$ cat config.mk
export PLATFORM = sky130hd
export DESIGN_NAME = btn_debounce
export DESIGN_NICKNAME = d
export VERILOG_FILES = /design/src/rtl/btn_pkg.sv /design/src/rtl/btn_debounce_ch.sv /design/src/rtl/btn_debounce.sv
export SDC_FILE = /design/constraint.sdc
export NUM_CORES = 1
export LEC_CHECK = 0
export CAP_MARGIN = 25
export CELL_PAD_IN_SITES_DETAIL_PLACEMENT = 1
export CELL_PAD_IN_SITES_GLOBAL_PLACEMENT = 1
export CORE_MARGIN = 2
export CORE_UTILIZATION = 35
export DETAILED_ROUTE_END_ITERATION = 10
export GPL_TIMING_DRIVEN = 0
export PLACE_DENSITY = 0.63
export SLEW_MARGIN = 20
export SYNTH_ARGS = -nofsm -noshare
export SYNTH_HDL_FRONTEND = slang
export SYNTH_SLANG_ARGS = --single-unit
$ cat constraint.sdc
create_clock -name clk_25mhz -period 2.2 [get_ports clk_25mhz]
set_clock_uncertainty 0.15 [all_clocks]
set_input_delay 0.44 -clock clk_25mhz [delete_from_list [all_inputs] [get_ports clk_25mhz]]
set_output_delay 0.44 -clock clk_25mhz [all_outputs]
set_load 0.005 [all_outputs]
$ cat src/rtl/btn_pkg.sv
// Shared constants and types for the ULX3S push-button debouncer.
package btn_pkg;

    localparam int BTN_DEBOUNCE_CYCLES_DEF = 250000;   // 10 ms at 25 MHz
    localparam int BTN_REPEAT_DELAY_DEF    = 12500000; // 500 ms
    localparam int BTN_REPEAT_PERIOD_DEF   = 2500000;  // 100 ms

    // btn[0] (PWR) reads 0 when pressed; the rest are active-high.
    localparam logic [6:0] BTN_ACTIVE_LOW_MASK_ULX3S = 7'b0000001;

    typedef enum logic [1:0] {
        IDLE,
        DELAY,
        REPEAT
    } btn_rpt_state_t;

endpackage

$ cat src/rtl/btn_debounce_ch.sv
// One button channel: 2-flop synchronizer, stable-count debouncer and press/release pulses.
// Optional auto-repeat of the press pulse when BTN_DEBOUNCE_REPEAT_EN is defined.
module btn_debounce_ch
    import btn_pkg::*;
#(
    parameter int DEBOUNCE_CYCLES = BTN_DEBOUNCE_CYCLES_DEF
`ifdef BTN_DEBOUNCE_REPEAT_EN
   ,parameter int REPEAT_DELAY    = BTN_REPEAT_DELAY_DEF
   ,parameter int REPEAT_PERIOD   = BTN_REPEAT_PERIOD_DEF
`endif
) (
    input  logic clk_25mhz,
    input  logic rst,
    input  logic raw,
    output logic level,
    output logic press,
    output logic rel
);

    localparam int CW = $clog2(DEBOUNCE_CYCLES);

    logic          s1, s2;
    logic [CW-1:0] cnt;
    logic          accept;
    logic          rpt_fire;

    always_comb accept = (s2 != level) && (cnt == CW'(DEBOUNCE_CYCLES - 1));

`ifdef BTN_DEBOUNCE_REPEAT_EN
    localparam int RMAX = (REPEAT_DELAY > REPEAT_PERIOD) ? REPEAT_DELAY : REPEAT_PERIOD;
    localparam int RW   = (RMAX < 2) ? 1 : $clog2(RMAX);

    btn_rpt_state_t rpt_state, rpt_state_d;
    logic [RW-1:0]  rpt_cnt, rpt_cnt_d;

    always_ff @(posedge clk_25mhz) begin
        if (rst) begin
            rpt_state <= IDLE;
            rpt_cnt   <= '0;
        end else begin
            rpt_state <= rpt_state_d;
            rpt_cnt   <= rpt_cnt_d;
        end
    end

    always_comb begin
        rpt_state_d = rpt_state;
        rpt_cnt_d   = rpt_cnt + 1'b1;
        rpt_fire    = 1'b0;
        case (rpt_state)
            IDLE: begin
                rpt_cnt_d = '0;
                if (accept && s2) rpt_state_d = DELAY;
            end
            DELAY: begin
                if (rpt_cnt == RW'(REPEAT_DELAY - 1)) begin
                    rpt_fire    = 1'b1;
                    rpt_state_d = REPEAT;
                    rpt_cnt_d   = '0;
                end
            end
            REPEAT: begin
                if (rpt_cnt == RW'(REPEAT_PERIOD - 1)) begin
                    rpt_fire  = 1'b1;
                    rpt_cnt_d = '0;
                end
            end
            default: begin
                rpt_state_d = IDLE;
                rpt_cnt_d   = '0;
            end
        endcase
        // An accepted release overrides any repeat pulse due in the same cycle.
        if (accept && !s2) begin
            rpt_state_d = IDLE;
            rpt_cnt_d   = '0;
            rpt_fire    = 1'b0;
        end
    end
`else
    always_comb rpt_fire = 1'b0;
`endif

    always_ff @(posedge clk_25mhz) begin
        if (rst) begin
            s1    <= 1'b0;
            s2    <= 1'b0;
            cnt   <= '0;
            level <= 1'b0;
            press <= 1'b0;
            rel   <= 1'b0;
        end else begin
            s1 <= raw;
            s2 <= s1;
            if (s2 == level) begin
                cnt <= '0;
            end else if (accept) begin
                cnt   <= '0;
                level <= s2;
            end else begin
                cnt <= cnt + 1'b1;
            end
            press <= (accept && s2) || rpt_fire;
            rel   <= accept && !s2;
        end
    end

endmodule

$ cat src/rtl/btn_debounce.sv
// ULX3S button front end: polarity normalisation plus N_BTN independent debounce channels.
// Define BTN_DEBOUNCE_REPEAT_EN to add auto-repeat press pulses while a button is held.
module btn_debounce
    import btn_pkg::*;
#(
    parameter int               N_BTN           = 7,
    parameter int               DEBOUNCE_CYCLES = BTN_DEBOUNCE_CYCLES_DEF,
    parameter logic [N_BTN-1:0] ACTIVE_LOW_MASK = N_BTN'(BTN_ACTIVE_LOW_MASK_ULX3S),
    parameter int               REPEAT_DELAY    = BTN_REPEAT_DELAY_DEF,
    parameter int               REPEAT_PERIOD   = BTN_REPEAT_PERIOD_DEF
) (
    input  logic             clk_25mhz,
    input  logic             rst,
    input  logic [N_BTN-1:0] btn_raw,
    output logic [N_BTN-1:0] btn_level,
    output logic [N_BTN-1:0] btn_press,
    output logic [N_BTN-1:0] btn_release
);

    if (DEBOUNCE_CYCLES < 2 || REPEAT_DELAY < 1 || REPEAT_PERIOD < 1) begin : g_param_check
        $error("btn_debounce: illegal DEBOUNCE_CYCLES/REPEAT_DELAY/REPEAT_PERIOD");
    end

    logic [N_BTN-1:0] raw_norm;

    always_comb raw_norm = btn_raw ^ ACTIVE_LOW_MASK;

    for (genvar i = 0; i < N_BTN; i++) begin : g_ch
        btn_debounce_ch #(
            .DEBOUNCE_CYCLES(DEBOUNCE_CYCLES)
`ifdef BTN_DEBOUNCE_REPEAT_EN
           ,.REPEAT_DELAY   (REPEAT_DELAY)
           ,.REPEAT_PERIOD  (REPEAT_PERIOD)
`endif
        ) u_ch (
            .clk_25mhz(clk_25mhz),
            .rst      (rst),
            .raw      (raw_norm[i]),
            .level    (btn_level[i]),
            .press    (btn_press[i]),
            .rel      (btn_release[i])
        );
    end

endmodule

=== After elaboration in Yosys (flattened, before gate mapping) ===
Index checks and enable logic that the tools add are counted.

* Register bits after elaboration: 161
* Output and inout bits: 21
* Logic and storage cells: 120

* Add/sub/neg operators: 7
* Eq/ne operators: 21
* Bitwise gates (word level): 8
* Reductions and logical operators: 42

{| class="wikitable"
|+ Operators by type and width
! cell !! number
|-
| $add 18x1->18 const B || 7
|-
| $eq 18x18->1 const B || 7
|-
| $logic_and 1x1->1 || 21
|-
| $reduce_or 3->1 || 7
|-
| $reduce_and 2->1 || 7
|-
| $not 1->1 || 8
|-
| $eq 1x1->1 || 7
|-
| $logic_not 1->1 || 7
|-
| $ne 1x1->1 || 7
|}

=== Depth between registers and ports, before layout ===
* Depth after elaboration: 3
* Mapped depth: 7
* Mapped depth without buffers: 5

=== Cells and area by module ===
Synthesis repeated with hierarchy kept, for this count alone.

* Cell total of the unflattened synthesis: 820
* Area total of the unflattened synthesis: 7,571.0 um2

{| class="wikitable"
|+ By module, submodules not included
! module !! instances !! cells an instance !! area an instance (um2) !! sequential area each (um2)
|-
| btn_debounce_ch || 7 || 117 || 1,081.0 || 460.4
|-
| btn_debounce || 1 || 1 || 3.8 || 0.0
|}

=== Worst setup path before layout ===
Ideal clock, no wire load.

* Path kind: register to register
* From: register g_ch[1].u_ch.cnt[0]
* To: register g_ch[1].u_ch.level
* Library setup time: 0.116 ns
* Arrival: 1.702 ns
* Required time: 1.934 ns
* Slack: 0.232 ns
* Cell stages (with the launch flop): 6
* Clock period less this slack: 1.968 ns
* Cells stage by stage: dfxtp_1 ha_1 nand3_1 or4_4 or2_1 a31o_2

* Longest elaborated chain between the ends: 3

{| class="wikitable"
|+ Ends and longest elaborated chain
! element !! line !! source
|-
| start: declaration || btn_debounce_ch.sv:23 || <nowiki>logic [CW-1:0] cnt;</nowiki>
|-
| start signal: assignment || btn_debounce_ch.sv:101 || <nowiki>cnt <= cnt + 1'b1;</nowiki>
|-
| $eq 18x18->1 || btn_debounce_ch.sv:27 || <nowiki>always_comb accept = (s2 != level) && (cnt == CW'(DEBOUNCE_CYCLES - 1));</nowiki>
|-
| $logic_and 1x1->1 || btn_debounce_ch.sv:27 ||
|-
| $reduce_and 2->1 (no source line) || - ||
|-
| end signal: assignment || btn_debounce_ch.sv:89 || <nowiki>level <= 1'b0;</nowiki>
|-
| end signal: assignment || btn_debounce_ch.sv:99 || <nowiki>level <= s2;</nowiki>
|-
| end: declaration || btn_debounce_ch.sv:15 || <nowiki>output logic level,</nowiki>
|}

Every way passes these cells.
A chain may end at the register's enable or synchronous reset.

=== Worst setup path in the final report ===
Ends and elaborated chain as after synthesis.

==> summary.md <==
| Metric | Value |
|---|---|
| Hold Crit Depth | 1 |
| Most used DFF post-synth | dfxtp_1 |
| Total global-route track usage | 15.8% |
| Via density | 5.06 |
| First-pass GRT wire length | 27900 µm |
| Max-slew violation total from the final report | 0 |
| Final setup violation count | 0 |
| Worst-Margin Slew | 0.647 ns |
| Peak VDD IR | 0.508 mV |
| Latest clock arrival within the worst-skew pair | 0.42 ns |
| Arr. time, crit path | 2.25 ns |
| Filler Cell Count | 2309 |
| Max Cap Viol | 0 |
| Wire length on met2 | 8240 µm |
| Starting Density | 35.9% |
| Critical-path cell list | ha_2 > nand3_1 > or4_4 > or2_1 > a31o_2 |
| Clk pin slew, worst setup/hold paths | 0.06 ns |
| Register area share after synthesis | 46.0% |
| TritonCTS Buffers | 17 |
| RSZ-0062 raised after global routing | false |
| Fin crit period | 2.09 ns |
| Detailed Place HPWL | 11900 µm |
| Biggest cell delay along the critical path | 0.53 ns |
| I/O Buffers | 29 |
| Mapped Nets | 798 |
| DRT antenna net count | 0 |
| Outcome | completed |
| Mapped Cells | 782 |
| Vias in the first global route | 5908 |
| TritonCTS clock tree | done |
| HP Class | reg2reg |
| Cells on worst reg2reg path | 5 |
| Met1 Wirelength | 7470 µm |
| Layout Cells excl Fill | 1112 |
| Dpl cells | 1076 |
| Syn avg cell area | 8.96 µm² |
| Largest net degree at the start of global routing | 17 |
| Layout net count | 851 |
| Clk root buf | clkbuf_16 |
| Seq cells post-synth | 161 |
| # DRC | 0 |
| H-tree depth | 4 |
| Slew HR | 56.9% |
| Most frequent cells in the layout | dfxtp_1 (159), nor2_1 (148), xnor2_1 (93) |
| Commonest non-fill, non-tap cell in the layout | dfxtp_1 |
| Fraction of registers with async set/reset | 0% |
| Die width | 145 µm |
| EDFF count, synth | 0 |
| Hold-fix buffers at CTS | 0 |
| Final wirelength | 16300 µm |
| Hold WS | 0.282 ns |
| DR pass1 iterations | 4 |
| Syn. warnings | 0 |
| Hold Vio Cnt, Final | 0 |
| Setup TNS | 0 ns |
| Area grow syn2layout | 19.1% |
| Clk buf depth | 2 |
| Ant diodes | 0 |
| Highest metal used | met4 |
| Initial DRC Count | 174 |
| Metal3 WL | 354 µm |
| GRT Residual Overflow | 0 |
| Critical path startpoint category | flip-flop |
| Num rows | 51 |
| Tcrit/Tclk final | 95.0% |
| Mapped Area | 7010 µm² |
| Worst Path Required | 2.36 ns |
| Leakage power | 2.47 nW |
| Worst-path maximum fanout | 6 |
| Share of cells above drive strength 1 | 11.0% |
| Core Footprint | 19500 µm² |
| Power per cell area | 745 nW/µm² |
| Initial antenna violation count | 0 |
| Total die area | 21200 µm² |
| Total number of vias | 5628 |
| Clock Sinks | 161 |
| Setup Crit Path Kind | reg2reg |
| Fmax | 0.479 GHz |
| Critical path's slowest cell | or4_4 |
| Die Ht | 145 µm |
| Netlist cell types | 53 |
| Routability-driven placement congestion ratio | 0.785 |
| CP Capture Type | flip-flop |
| IO Pins | 30 |
| Wire length per cell | 14.7 µm |
-- registers in the layout, summed over array words and instances, names as in the netlist --
signal,flops
g_ch.u_ch.cnt,126
g_ch.u_ch.level,7
g_ch.u_ch.press,7
g_ch.u_ch.s2,7
g_ch.u_ch.rel,7
g_ch.u_ch.s1,7
-- power breakdown --
part	switching, mW	internal, mW
registers	0.0109	2.93
logic	0.0552	0.0407
clock network	1.12	2.05
total	1.19	5.02
-- cells in the mapped netlist (all sizes together) (2+ instances only) --
| cell | n | area (µm²) |
|---|---|---|
| dfxtp | 161 | 3220 |
| nor2 | 148 | 556 |
| xnor2 | 93 | 815 |
| nor4 | 46 | 307 |
| nand3 | 43 | 235 |
| nand4 | 37 | 231 |
| nand2 | 34 | 128 |
| nor3 | 32 | 160 |
| buf | 31 | 251 |
| inv | 25 | 93.8 |
| and3 | 14 | 87.6 |
| nor2b | 13 | 81.3 |
| xor2 | 13 | 114 |
| a21oi | 9 | 45.0 |
| or3 | 9 | 66.3 |
| nor4b | 8 | 70.1 |
| o21ai | 8 | 58.8 |
| ha | 7 | 87.6 |
| or4 | 7 | 60.1 |
| clkbuf | 6 | 25.0 |
| nand2b | 5 | 31.3 |
| mux2i | 4 | 40.0 |
| o41ai | 4 | 35.0 |
| or2 | 4 | 27.5 |
| a31o | 3 | 26.3 |
| o31ai | 3 | 22.5 |
| or4b | 3 | 30.0 |
| nor3b | 2 | 15.0 |
-- timing repair --
action                                  4_1_cts  5_1_grt
endpoints found under the setup margin       29       59
pin swaps                                     1        2
resized for setup                             4        9
setup buffers                                 1        4
-- critical path: cells and delay by family (launching register included) --
family	cells	cell delay, ns
AND/OR/NAND/NOR	3	0.95
AO/OA/AOI/OAI	1	0.26
flip-flops	1	0.39
adder cells (fa/ha/maj)	1	0.23
-- layout make-up --
class                           count  area (µm²)  share of cell area, %
Clock inverter                      4         120                   1.44
Tap cell                          265         332                   3.97
Sequential cell                   161        3230                   38.7
Inverter                           25        93.8                   1.12
Multi-Input combinational cell    559        3450                   41.4
Clock buffer                       27         513                   6.15
Timing Repair Buffer               34         328                   3.93
Buffer                             37         280                   3.36
-- through the flow --
stage | cell area, µm² | setup WS, ns | util [%] | total power [mW]
4_1_cts | 8280 | 0.000210 | 42.4 | 6.29
6_report | 8340 | 0.111 | 42.7 | 6.21
3_3_place_gp | 7630 | -0.439 | 39.1 | 3.10
5_1_grt | 8340 | 0.0101 | 42.7 | 6.44
2_1_floorplan | 7010 | 0.232 | - | 3.06
3_5_place_dp | 7630 | -0.509 | 39.1 | 3.10
-- per-layer routing --
layer / track usage (%) / vias up
li1: - / 2805
met1: 19.6 / 2758
met2: 27.4 / 47
met3: 3.76 / 18
met4: 4.80 / 0
met5: 0 / -
-- worst paths after layout --
check	startpoint	to	slack, ns
worst max-delay path	g_ch[1].u_ch.cnt[0]	g_ch[1].u_ch.level	0.11
worst min-delay path	g_ch[5].u_ch.s1	g_ch[5].u_ch.s2	0.28
worst max register to register	g_ch[1].u_ch.cnt[0]	g_ch[1].u_ch.level	0.11
worst min register to register	g_ch[5].u_ch.s1	g_ch[5].u_ch.s2	0.28
-- cells by family (layout without fill, tap and decap cells) --
kind of cell | Yosys count | in the layout | share of synthesized area (%)
and+or+nand+nor | 407 | 407 | 30.0
adders and majority gates | 7 | 7 | 1.25
muxes | 4 | 4 | 0.571
buffers and inverters | 62 | 127 | 5.29
DFF | 161 | 161 | 46.0
AOI/OAI and AO/OA | 35 | 35 | 3.63
xor gates and xnor gates | 106 | 106 | 13.2
(Power assumes the default switching activity.)
